$ cat src/rtl/led_matrix_pwm.sv
// Row-multiplexed LED matrix driver with per-LED PWM brightness,
// inter-row blanking and a double-buffered frame store.
module led_matrix_pwm #(
   parameter int ROWS     = 4,
   parameter int COLS     = 4,
   parameter int PWM_BITS = 4,
   parameter int DIV      = 32,
   parameter int BLANK    = 2
) (
   input  logic                          clk,
   input  logic                          rst,
   input  logic                          enable,
   input  logic [ROWS*COLS*PWM_BITS-1:0] frame_in,
   input  logic                          load,
   output logic                          pending,
   output logic [ROWS-1:0]               aled,
   output logic [COLS-1:0]               kled_tri,
   output logic                          frame_start
);

   localparam int MAXL = 2**PWM_BITS - 1;
   localparam int SLOT = MAXL + BLANK;
   localparam int NB   = ROWS*COLS*PWM_BITS;
   localparam int PW   = (DIV > 1) ? $clog2(DIV) : 1;
   localparam int TW   = $clog2(SLOT);
   localparam int RW   = (ROWS > 1) ? $clog2(ROWS) : 1;

   localparam logic [PW-1:0] PRE_MAX  = PW'(DIV-1);
   localparam logic [TW-1:0] TICK_MAX = TW'(SLOT-1);
   localparam logic [TW-1:0] PWM_END  = TW'(MAXL);
   localparam logic [RW-1:0] ROW_MAX  = RW'(ROWS-1);

   logic [PW-1:0]   pre;
   logic [TW-1:0]   tick;
   logic [RW-1:0]   row;
   logic [NB-1:0]   active;
   logic [NB-1:0]   shadow;

   logic            tick_en;
   logic            tick_wrap;
   logic            frame_wrap;
   logic            swap;
   logic            pwm_phase;
   logic [ROWS-1:0] aled_d;
   logic [COLS-1:0] kled_d;

   always_comb begin
      tick_en    = enable && (pre == PRE_MAX);
      tick_wrap  = tick_en && (tick == TICK_MAX);
      frame_wrap = tick_wrap && (row == ROW_MAX);
      // while disabled nothing is shown, so a waiting image can go live at once
      swap       = pending && (frame_wrap || !enable);
   end

   always_ff @(posedge clk or negedge rst) begin
      if (!rst) begin
         pre  <= '0;
         tick <= '0;
         row  <= '0;
      end else if (!enable) begin
         pre  <= '0;
         tick <= '0;
         row  <= '0;
      end else begin
         pre <= tick_en ? '0 : pre + 1'b1;
         if (tick_en)
            tick <= (tick == TICK_MAX) ? '0 : tick + 1'b1;
         if (tick_wrap)
            row <= (row == ROW_MAX) ? '0 : row + 1'b1;
      end
   end

   always_comb begin
      pwm_phase = (tick < PWM_END);
      aled_d    = '1;
      kled_d    = '0;
      if (pwm_phase)
         aled_d[row] = 1'b0;
      for (int c = 0; c < COLS; c++)
         kled_d[c] = pwm_phase &&
            (int'(tick) < int'(active[(c*ROWS + int'(row))*PWM_BITS +: PWM_BITS]));
   end

   always_ff @(posedge clk or negedge rst) begin
      if (!rst) begin
         aled        <= '1;
         kled_tri    <= '0;
         frame_start <= 1'b0;
      end else if (!enable) begin
         aled        <= '1;
         kled_tri    <= '0;
         frame_start <= 1'b0;
      end else begin
         aled        <= aled_d;
         kled_tri    <= kled_d;
         frame_start <= (row == '0) && (tick == '0) && (pre == '0);
      end
   end

   // a load coinciding with a swap lands in shadow after the old image moves
   always_ff @(posedge clk or negedge rst) begin
      if (!rst) begin
         active  <= '0;
         shadow  <= '0;
         pending <= 1'b0;
      end else begin
         if (swap)
            active <= shadow;
         if (load) begin
            shadow  <= frame_in;
            pending <= 1'b1;
         end else if (swap) begin
            pending <= 1'b0;
         end
      end
   end

endmodule
$ cat config.mk
export PLATFORM = sky130hd
export DESIGN_NAME = led_matrix_pwm
export DESIGN_NICKNAME = d
export VERILOG_FILES = /design/src/rtl/led_matrix_pwm.sv
export SDC_FILE = /design/constraint.sdc
export NUM_CORES = 1
export LEC_CHECK = 0
export BUFFER_PORTS_ARGS = -buffer_cell sky130_fd_sc_hd__buf_2
export CORE_UTILIZATION = 45
export CTS_CLUSTER_DIAMETER = 200
export DETAILED_ROUTE_END_ITERATION = 10
export PLACE_DENSITY = 0.71
export SYNTH_ARGS = -nofsm -noshare
export SYNTH_HDL_FRONTEND = slang
export SYNTH_SLANG_ARGS = --single-unit
$ cat constraint.sdc
create_clock -name clk -period 5.6 [get_ports clk]
set_input_delay 1.12 -clock clk [delete_from_list [all_inputs] [get_ports clk]]
set_output_delay 1.12 -clock clk [all_outputs]
set_load 0.03 [all_outputs]
# == Yosys cells after proc, flatten, opt, wreduce, memory -nomap -nowiden ==
# Index checks and enable logic that the tools add are counted.
# totals
reg_bits,150
input_bits,68
word_cells,65
# classes
addsub,6
n_lt_le_gt_ge,7
eq_ne,5
shifts,4
muxes,16
n_bitwise,1
reduce_logical,17
# ops
op,count
64-bit by 8-bit indexed part select with 4-bit output,2
64-bit by 5-bit indexed part select with 4-bit output,1
64-bit by 7-bit indexed part select with 4-bit output,1
5-bit two-way mux,5
5-bit by 4-bit < comparator with 1-bit output,4
4-bit two-way mux,3
1-bit logical AND,11
4-bit by 2-bit adder with 5-bit output (first input constant),2
5-bit by 1-bit adder with 5-bit output (second input constant),2
5-bit == test (second input constant),2
5-bit logical NOT,2
2-bit two-way mux,3
5-bit by 4-bit < comparator with 1-bit output (second input constant),1
3-bit by 2-bit adder with 4-bit output (first input constant),1
1-bit two-way mux,4
2-bit by 1-bit inequality test with 1-bit output (second input constant),2
4-bit NOT,1
2-bit by 3-bit < comparator with 1-bit output (second input constant),1
2-bit by 1-bit adder with 2-bit output (second input constant),1
1-bit demux with 2-bit select,1
2-bit == test (second input constant),1
2-bit by 1-bit >= comparator with 1-bit output (second input constant),1
2-bit logical NOT,1
2-bit nonzero test,1
other kinds (2),2

# == Logic depth before layout (Yosys ltp) ==
# Gate-level depths: netlist of the first run.
# logic_depth
ltp_word,8
mapped_depth,8
ltp_nobuf,6

# == Least setup slack after synthesis of the first run ==
# OpenSTA, ideal clock, no wires.
# synth_path
path_kind,register to register
startpoint,register row[0]
endpoint,register kled_tri[1]
setup_time_ns,0.125
arrival_time_ns,2.346
t_required_ns,5.475
slack_ns,3.129
path_stages_with_launch,9
n_path_buf,2
path_cell_list,dfrtp_1 -> buf_2 -> buf_2 -> mux4_2 -> inv_1 -> ha_1 -> and3b_1 -> o21a_1 -> a2111oi_0
# synth_via
elab_chain_len,5
# synth_rtl
item,line_no,rtl
from (decl),35,logic [RW-1:0] row;
from (signal assigned),69,row <= (row == ROW_MAX) ? '0 : row + 1'b1;
3-bit by 2-bit adder with 4-bit output,81,(int'(tick) < int'(active[(c*ROWS + int'(row))*PWM_BITS +: PWM_BITS]));
64-bit by 7-bit indexed part select with 4-bit output,81,
5-bit by 4-bit < comparator with 1-bit output,81,
1-bit logical AND,80,kled_d[c] = pwm_phase &&
4-bit two-way mux,89,end else if (!enable) begin
to (signal assigned),95,kled_tri <= kled_d;
to (decl),17,"output logic [COLS-1:0] kled_tri,"
# No other way between the ends.
# A chain may end at the register's enable or synchronous reset.

# == Worst setup path in the final report of the first run ==
# layout_path
startpoint,register row[0]
endpoint,register kled_tri[2]
# layout_via
elab_chain_len,5
# layout_rtl
item,line_no
4-bit by 2-bit adder with 5-bit output,81
64-bit by 8-bit indexed part select with 4-bit output,81
5-bit by 4-bit < comparator with 1-bit output,81
1-bit logical AND,80
4-bit two-way mux,89
# No other way between the ends.

==> qor.txt, run 1 <==
Reg area: 3760 µm²
Clock transition at path regs: 0.06 ns
max_cap viols: 0
Total Routing Usage GR: 0.178
area of the die: 15000 µm²
drt pass-1 iters: 4
outcome: complete, no violations
diode count: 0
Clock Skews: 0.0116 ns
CTS Buf Count: 17
power per cell area: 359 nW/µm²
Overall Power: 0.00276 W
Max stage delay on crit path: 0.56 ns
Slew @ Worst Pin: 0.870 ns
cts hold-fix bufs: 0
Vias: 3722
pin count of the biggest net entering global routing: 99
post-detail-place hpwl: 8050 µm
fin util: 0.546
Worst slew margin: 0.420
buffers added on ports: 77
Synth Net Count: 526
Layout Cells excl Fill: 711
Crit Path Max Fanout: 22
Setup Buffers After CTS: 0
num rows: 43
Final period util: 0.470
CTS tree: built
Post-Syn Area: 6530 µm²
CP cell instances: buf_4, mux4_2, inv_1, ha_1, and3b_1, o21a_1, a2111oi_0
gr ovfl total: 0
fmax: 380 MHz
Crit path arrival time: 2.88 ns
final hold vios: 0
H-tree depth: 4
CP max stage cell: mux4_2
Synth cell types: 41
Setup CP Type: flip-flop to flip-flop
area of the multi-input gates: 2570 µm²
Synthesis Warnings: 0
final net count: 607
Reg-to-Reg Start: row[0]
Core Footprint: 14000 µm²
worst-case clock buffer depth: 2
die width: 122 µm
Post-Route WL: 11800 µm
initial antenna violation count: 0
Critical Path Sink Type: flip-flop
WP data required: 5.84 ns
first-pass GRT wire length: 20100 µm
CTS sink cnt: 150
vias in the first global route: 4022
Syn-to-layout area delta: 17.3%
gp weighted congestion: 0.783
Starting Density: 0.465
layout cells sized above 1: 0.493
die height: 122 µm
DRC: 0
leakage: 3.40 nW
syn avg cell area: 15.0 µm²
Cells after DPL: 679
RSZ-0062 raised after global routing: false
Fin Setup TNS: 0 ns
clock period minus worst slack: 2.63 ns
Fillers: 1113
Worst Setup SP: row[0]
worst hold-check path type: flip-flop to flip-flop
Final Setup Violations: 0
Worst setup SP type: flip-flop
post_cts resized: 0
Syn Inst Count: 437
Worst-Skew Late Latency: 0.42 ns
DR vias/cell: 5.23
flops & latches, synth: 150
Max Slew Vio Count: 0
Initial DRC Count: 177
Final ANT Viol Nets: 0
worst reg2reg setup slack: 2.97 ns
# IOs: 78
Critical Path Sink: kled_tri[2]
R2R Path End: kled_tri[2]
r2r worst-path depth: 7
register area share after synthesis: 0.575
wire per inst: 16.6 µm
clock root buffer: clkbuf_16
VDD IR max: 0.217 mV
synth_stat cells:
library cell / count / area share
a2111oi_0: 4 / 0.0054
a21boi_0: 2 / 0.0023
a21o_1: 1 / 0.0011
a21oi_1: 4 / 0.0031
a22oi_1: 1 / 0.0011
a31o_2: 1 / 0.0013
and2_1: 3 / 0.0029
and3_1: 3 / 0.0029
and3b_1: 3 / 0.0040
and4_1: 1 / 0.0013
buf_2: 2 / 0.0015
buf_6: 6 / 0.010
clkbuf_1: 12 / 0.0069
dfrtp_1: 146 / 0.56
dfstp_2: 4 / 0.016
ha_1: 21 / 0.040
inv_1: 22 / 0.013
mux2_1: 5 / 0.0086
mux2_2: 131 / 0.23
mux2i_1: 1 / 0.0015
mux4_2: 12 / 0.041
nand2_1: 13 / 0.0075
nand2b_1: 1 / 0.00096
nand3_1: 3 / 0.0023
nand4_1: 3 / 0.0029
nand4b_1: 3 / 0.0040
nor2_1: 4 / 0.0023
nor2b_1: 5 / 0.0048
nor3b_1: 1 / 0.0011
nor4_1: 1 / 0.00096
nor4b_1: 1 / 0.0013
o211ai_1: 3 / 0.0034
o21a_1: 4 / 0.0046
o21ai_0: 3 / 0.0023
o31ai_1: 1 / 0.0011
o32ai_4: 1 / 0.0042
or3_1: 1 / 0.00096
or3b_4: 1 / 0.0017
or4_1: 1 / 0.0011
xnor2_1: 1 / 0.0013
xor2_1: 1 / 0.0013
metal layers:
metal,GRT usage,vias up,wire length [µm]
met1,0.223,1884,5280
met5,0,-,0
met2,0.291,79,5890
met3,0.0507,17,454
li1,-,1742,-
met4,0.0694,0,199
critical path: cells and delay by family (launching register included):
kind | cells | cell delay (ns)
muxes | 1 | 0.56
and+or+nand+nor | 1 | 0.18
buffers and inverters | 2 | 0.44
AOI/OAI and AO/OA | 2 | 0.61
DFF | 1 | 0.43
adders and majority gates | 1 | 0.24
worst min-delay path by stage:
stage	start	to	slack, ns	cells past startpoint
6_report	pre[0]	pre[0]	0.49	1
5_1_grt	pre[0]	pre[0]	0.51	1
4_1_cts	pre[0]	pre[0]	0.49	1
3_5_place_dp	active[12]	active[12]	0.47	1
3_3_place_gp	active[39]	active[39]	0.47	1
2_1_floorplan	active[12]	active[12]	0.45	1
metrics by stage:
step           hold slack [ns]  cell area (µm²)  worst slack [ns]
2_1_floorplan            0.452             6530              3.13
3_3_place_gp             0.465             7070              3.02
3_5_place_dp             0.475             7070              2.89
5_1_grt                  0.511             7670              2.76
6_report                 0.487             7670              2.97
4_1_cts                  0.488             7670              2.87
kinds of logic (layout without fill, tap and decap cells):
kind of cell               Yosys count  in the layout  synth area share
AOI/OAI and AO/OA                   25             25            0.0301
xor gates and xnor gates             2              2           0.00268
DFF                                150            150             0.575
adders and majority gates           21             21            0.0402
buffers and inverters               42            136            0.0314
and+or+nand+nor                     48             48            0.0431
muxes                              149            149             0.277
area by class of cell:
class                      count  area share
timing repair buffer          82      0.0560
tap                          180      0.0294
inverter                      22      0.0108
sequential                   150       0.490
clock buffer                  22      0.0618
clock inverter                10      0.0166
multi-input combinational    245       0.335
sequential cells by signal, summed over array words and instances, names as in the netlist:
signal and count:
tick 5, pending 1, row 2, pre 5, kled_tri 4, frame_start 1
aled 4, active 64, shadow 64
layout by cell type, fill, tap and decap left out, drive strengths merged, types with 2 or more instances in the layout:
cell,n
a21boi,2
clkinv,6
mux4,12
ha,21
o21a,4
nand2,13
bufinv,3
clkbuf,22
and2,3
o211ai,3
nand4,3
dfrtp,146
and3,3
mux2,136
nor2,4
dfstp,4
nand4b,3
o21ai,3
a2111oi,4
a21oi,4
nand3,3
nor2b,5
and3b,3
buf,82
inv,22
power breakdown:
group | switching, W | total (W) | internal (W)
logic | 0.000123 | 0.000307 | 0.000184
registers | 0.0000793 | 0.00131 | 0.00123
clock network | 0.000409 | 0.00114 | 0.000731
Power figures use the tool's default switching activity.
==> run 2, diff against run 1 <==
- clock period: 5.6 -> 2.7 ns (I/O delays scaled with it)
==> run 2 against run 1 <==
Cell count grew 0.84%. Worst setup slack worse by 2.7 ns. Power increased by 120%. Non-clock buffer count grew 6. Clock-buffer cell count increased by 2. First-iteration DRC count decreased by 11%. Sequential cell count did not move. Largest cell class unchanged. Largest power group is now clock. Critical path depth unchanged. Die area is the same. Combinational power is 110% higher.
==> qor.txt, run 2 (synthesized netlist as in run 1, its figures left out) <==
CTS Buf Count: 17 (unchanged)
r2r worst-path depth: 7 (unchanged)
diode count: 0 (unchanged)
num rows: 43 (unchanged)
clock period minus worst slack: 2.47 ns (was 2.63 ns)
leakage: 3.48 nW (was 3.40 nW)
outcome: complete, no violations (unchanged)
power per cell area: 774 nW/µm² (was 359 nW/µm²)
gr ovfl total: 0 (unchanged)
CP cell instances: buf_4, mux4_2, inv_1, ha_1, and3b_1, o21a_1, a2111oi_0 (unchanged)
area of the die: 15000 µm² (unchanged)
Critical Path Sink Type: flip-flop (unchanged)
gp weighted congestion: 0.788 (was 0.783)
met2 routed WL: 5600 µm (was 5890 µm)
Setup Buffers After CTS: 0 (unchanged)
die width: 122 µm (unchanged)
clock root buffer: clkbuf_16 (unchanged)
Post-Route WL: 11600 µm (was 11800 µm)
Vias: 3721 (was 3722)
# IOs: 78 (unchanged)
first-pass GRT wire length: 19700 µm (was 20100 µm)
Crit path arrival time: 2.71 ns (was 2.88 ns)
fmax: 405 MHz (was 380 MHz)
max_cap viols: 0 (unchanged)
WL met3: 486 µm (was 454 µm)
pin count of the biggest net entering global routing: 69 (was 99)
Worst-Skew Late Latency: 0.42 ns (about the same)
Crit Path Max Fanout: 14 (was 22)
Layout Cells excl Fill: 717 (was 711)
post-detail-place hpwl: 7940 µm (was 8050 µm)
Core Footprint: 14000 µm² (unchanged)
cts hold-fix bufs: 0 (unchanged)
Final Setup Violations: 0 (unchanged)
vias in the first global route: 3941 (was 4022)
Setup CP Type: flip-flop to flip-flop (unchanged)
Max Slew Vio Count: 0 (unchanged)
wire per inst: 16.2 µm (was 16.6 µm)
Final period util: 0.915 (was 0.470)
cell family with most CP delay: compound AO/OA/AOI/OAI gates (unchanged)
Starting Density: 0.465 (unchanged)
CTS tree: built (unchanged)
wl on met1: 5240 µm (was 5280 µm)
biggest regs: active: 64 flops, shadow: 64 flops (unchanged)
VDD IR max: 0.432 mV (was 0.217 mV)
CP max stage cell: mux4_2 (unchanged)
commonest non-fill, non-tap cells in the layout: 146 x dfrtp_1, 131 x mux2_2, 76 x buf_2 (unchanged)
buffers added on ports: 77 (unchanged)
Area after DPL: 7150 µm² (was 7070 µm²)
worst hold-check path type: primary input to asynchronous set/reset pin (was flip-flop to flip-flop)
Initial DRC Count: 157 (was 177)
Worst slew margin: 0.561 (was 0.420)
H-tree depth: 4 (unchanged)
worst-case clock buffer depth: 2 (unchanged)
drt pass-1 iters: 4 (unchanged)
layout cells sized above 1: 0.499 (was 0.493)
commonest non-fill, non-tap cell in the layout: dfrtp_1 (unchanged)
Slew @ Worst Pin: 0.642 ns (was 0.870 ns)
Final Cell Area: 7840 µm² (was 7670 µm²)
WP depth: 7 (unchanged)
WP data required: 2.94 ns (was 5.84 ns)
Worst setup SP type: flip-flop (unchanged)
worst path buffer plus inverter count: 2 (unchanged)
post_cts resized: 0 (unchanged)
Fin Setup TNS: 0 ns (unchanged)
Clock Skews: 0.00445 ns (was 0.0116 ns)
RSZ-0062 raised after global routing: false (unchanged)
Max stage delay on crit path: 0.53 ns (was 0.56 ns)
Syn-to-layout area delta: 20.0% (was 17.3%)
DRC: 0 (unchanged)
highest metal used: met4 (unchanged)
final hold vios: 0 (unchanged)
initial antenna violation count: 0 (unchanged)
final net count: 613 (was 607)
Cells after DPL: 685 (was 679)
die height: 122 µm (unchanged)
CTS sink cnt: 150 (unchanged)
Total Routing Usage GR: 0.174 (was 0.178)
fin util: 0.558 (was 0.546)
DR vias/cell: 5.19 (was 5.23)
Clock transition at path regs: 0.06 ns (about the same)
Final ANT Viol Nets: 0 (unchanged)
[run 2: cell count changes in the layout (fill, tap and decap cells not counted), sizes merged]
cell / previous run / this run
buf: 82 / 88
clkinv: 6 / 2
bufinv: 3 / 6
clkbuf: 22 / 24
clkinvlp: 1 / 0
[run 2: final timing paths]
path	endpoint	start	slack, ns
hold reg to reg	active[12]	active[12]	0.48
max in group asynchronous	active[19]	rst	1.89
setup / recovery	kled_tri[2]	row[0]	0.23
setup reg to reg	kled_tri[2]	row[0]	0.23
hold / removal	shadow[53]	rst	0.07
min in group clk	shadow[13]	frame_in[13]	0.35
[run 2: area by class of cell]
cell class / instances / area [µm²]
clock inverter: 8 / 190
timing repair buffer: 88 / 512
inverter: 22 / 82.6
multi-input combinational: 245 / 2570
clock buffer: 24 / 502
sequential: 150 / 3760
fill: 1133 / 6200
tap: 180 / 225
[run 2: per-stage QoR]
step	hold slack [ns]	total power [W]	setup WS [ns]
5_1_grt	0.121	0.00632	0.108
2_1_floorplan	0.244	0.00316	0.229
4_1_cts	0.0941	0.00614	0.235
6_report	0.0749	0.00607	0.230
3_3_place_gp	0.462	0.00335	0.316
3_5_place_dp	0.474	0.00340	0.239
[run 2: layer usage]
| metal | vias to the layer above | GRT usage |
|---|---|---|
| met5 | - | 0 |
| met4 | 0 | 0.0846 |
| met3 | 24 | 0.0465 |
| met2 | 66 | 0.269 |
| met1 | 1884 | 0.228 |
| li1 | 1747 | - |
[run 2: where the power goes]
group / internal [W] / switching, W / leakage (nW) / total [W]
combinational: 0.000388 / 0.000252 / 1.37 / 0.000640
sequential: 0.00255 / 0.000157 / 1.78 / 0.00271
clock: 0.00185 / 0.000866 / 0.340 / 0.00272
total: 0.00479 / 0.00127 / 3.48 / 0.00607
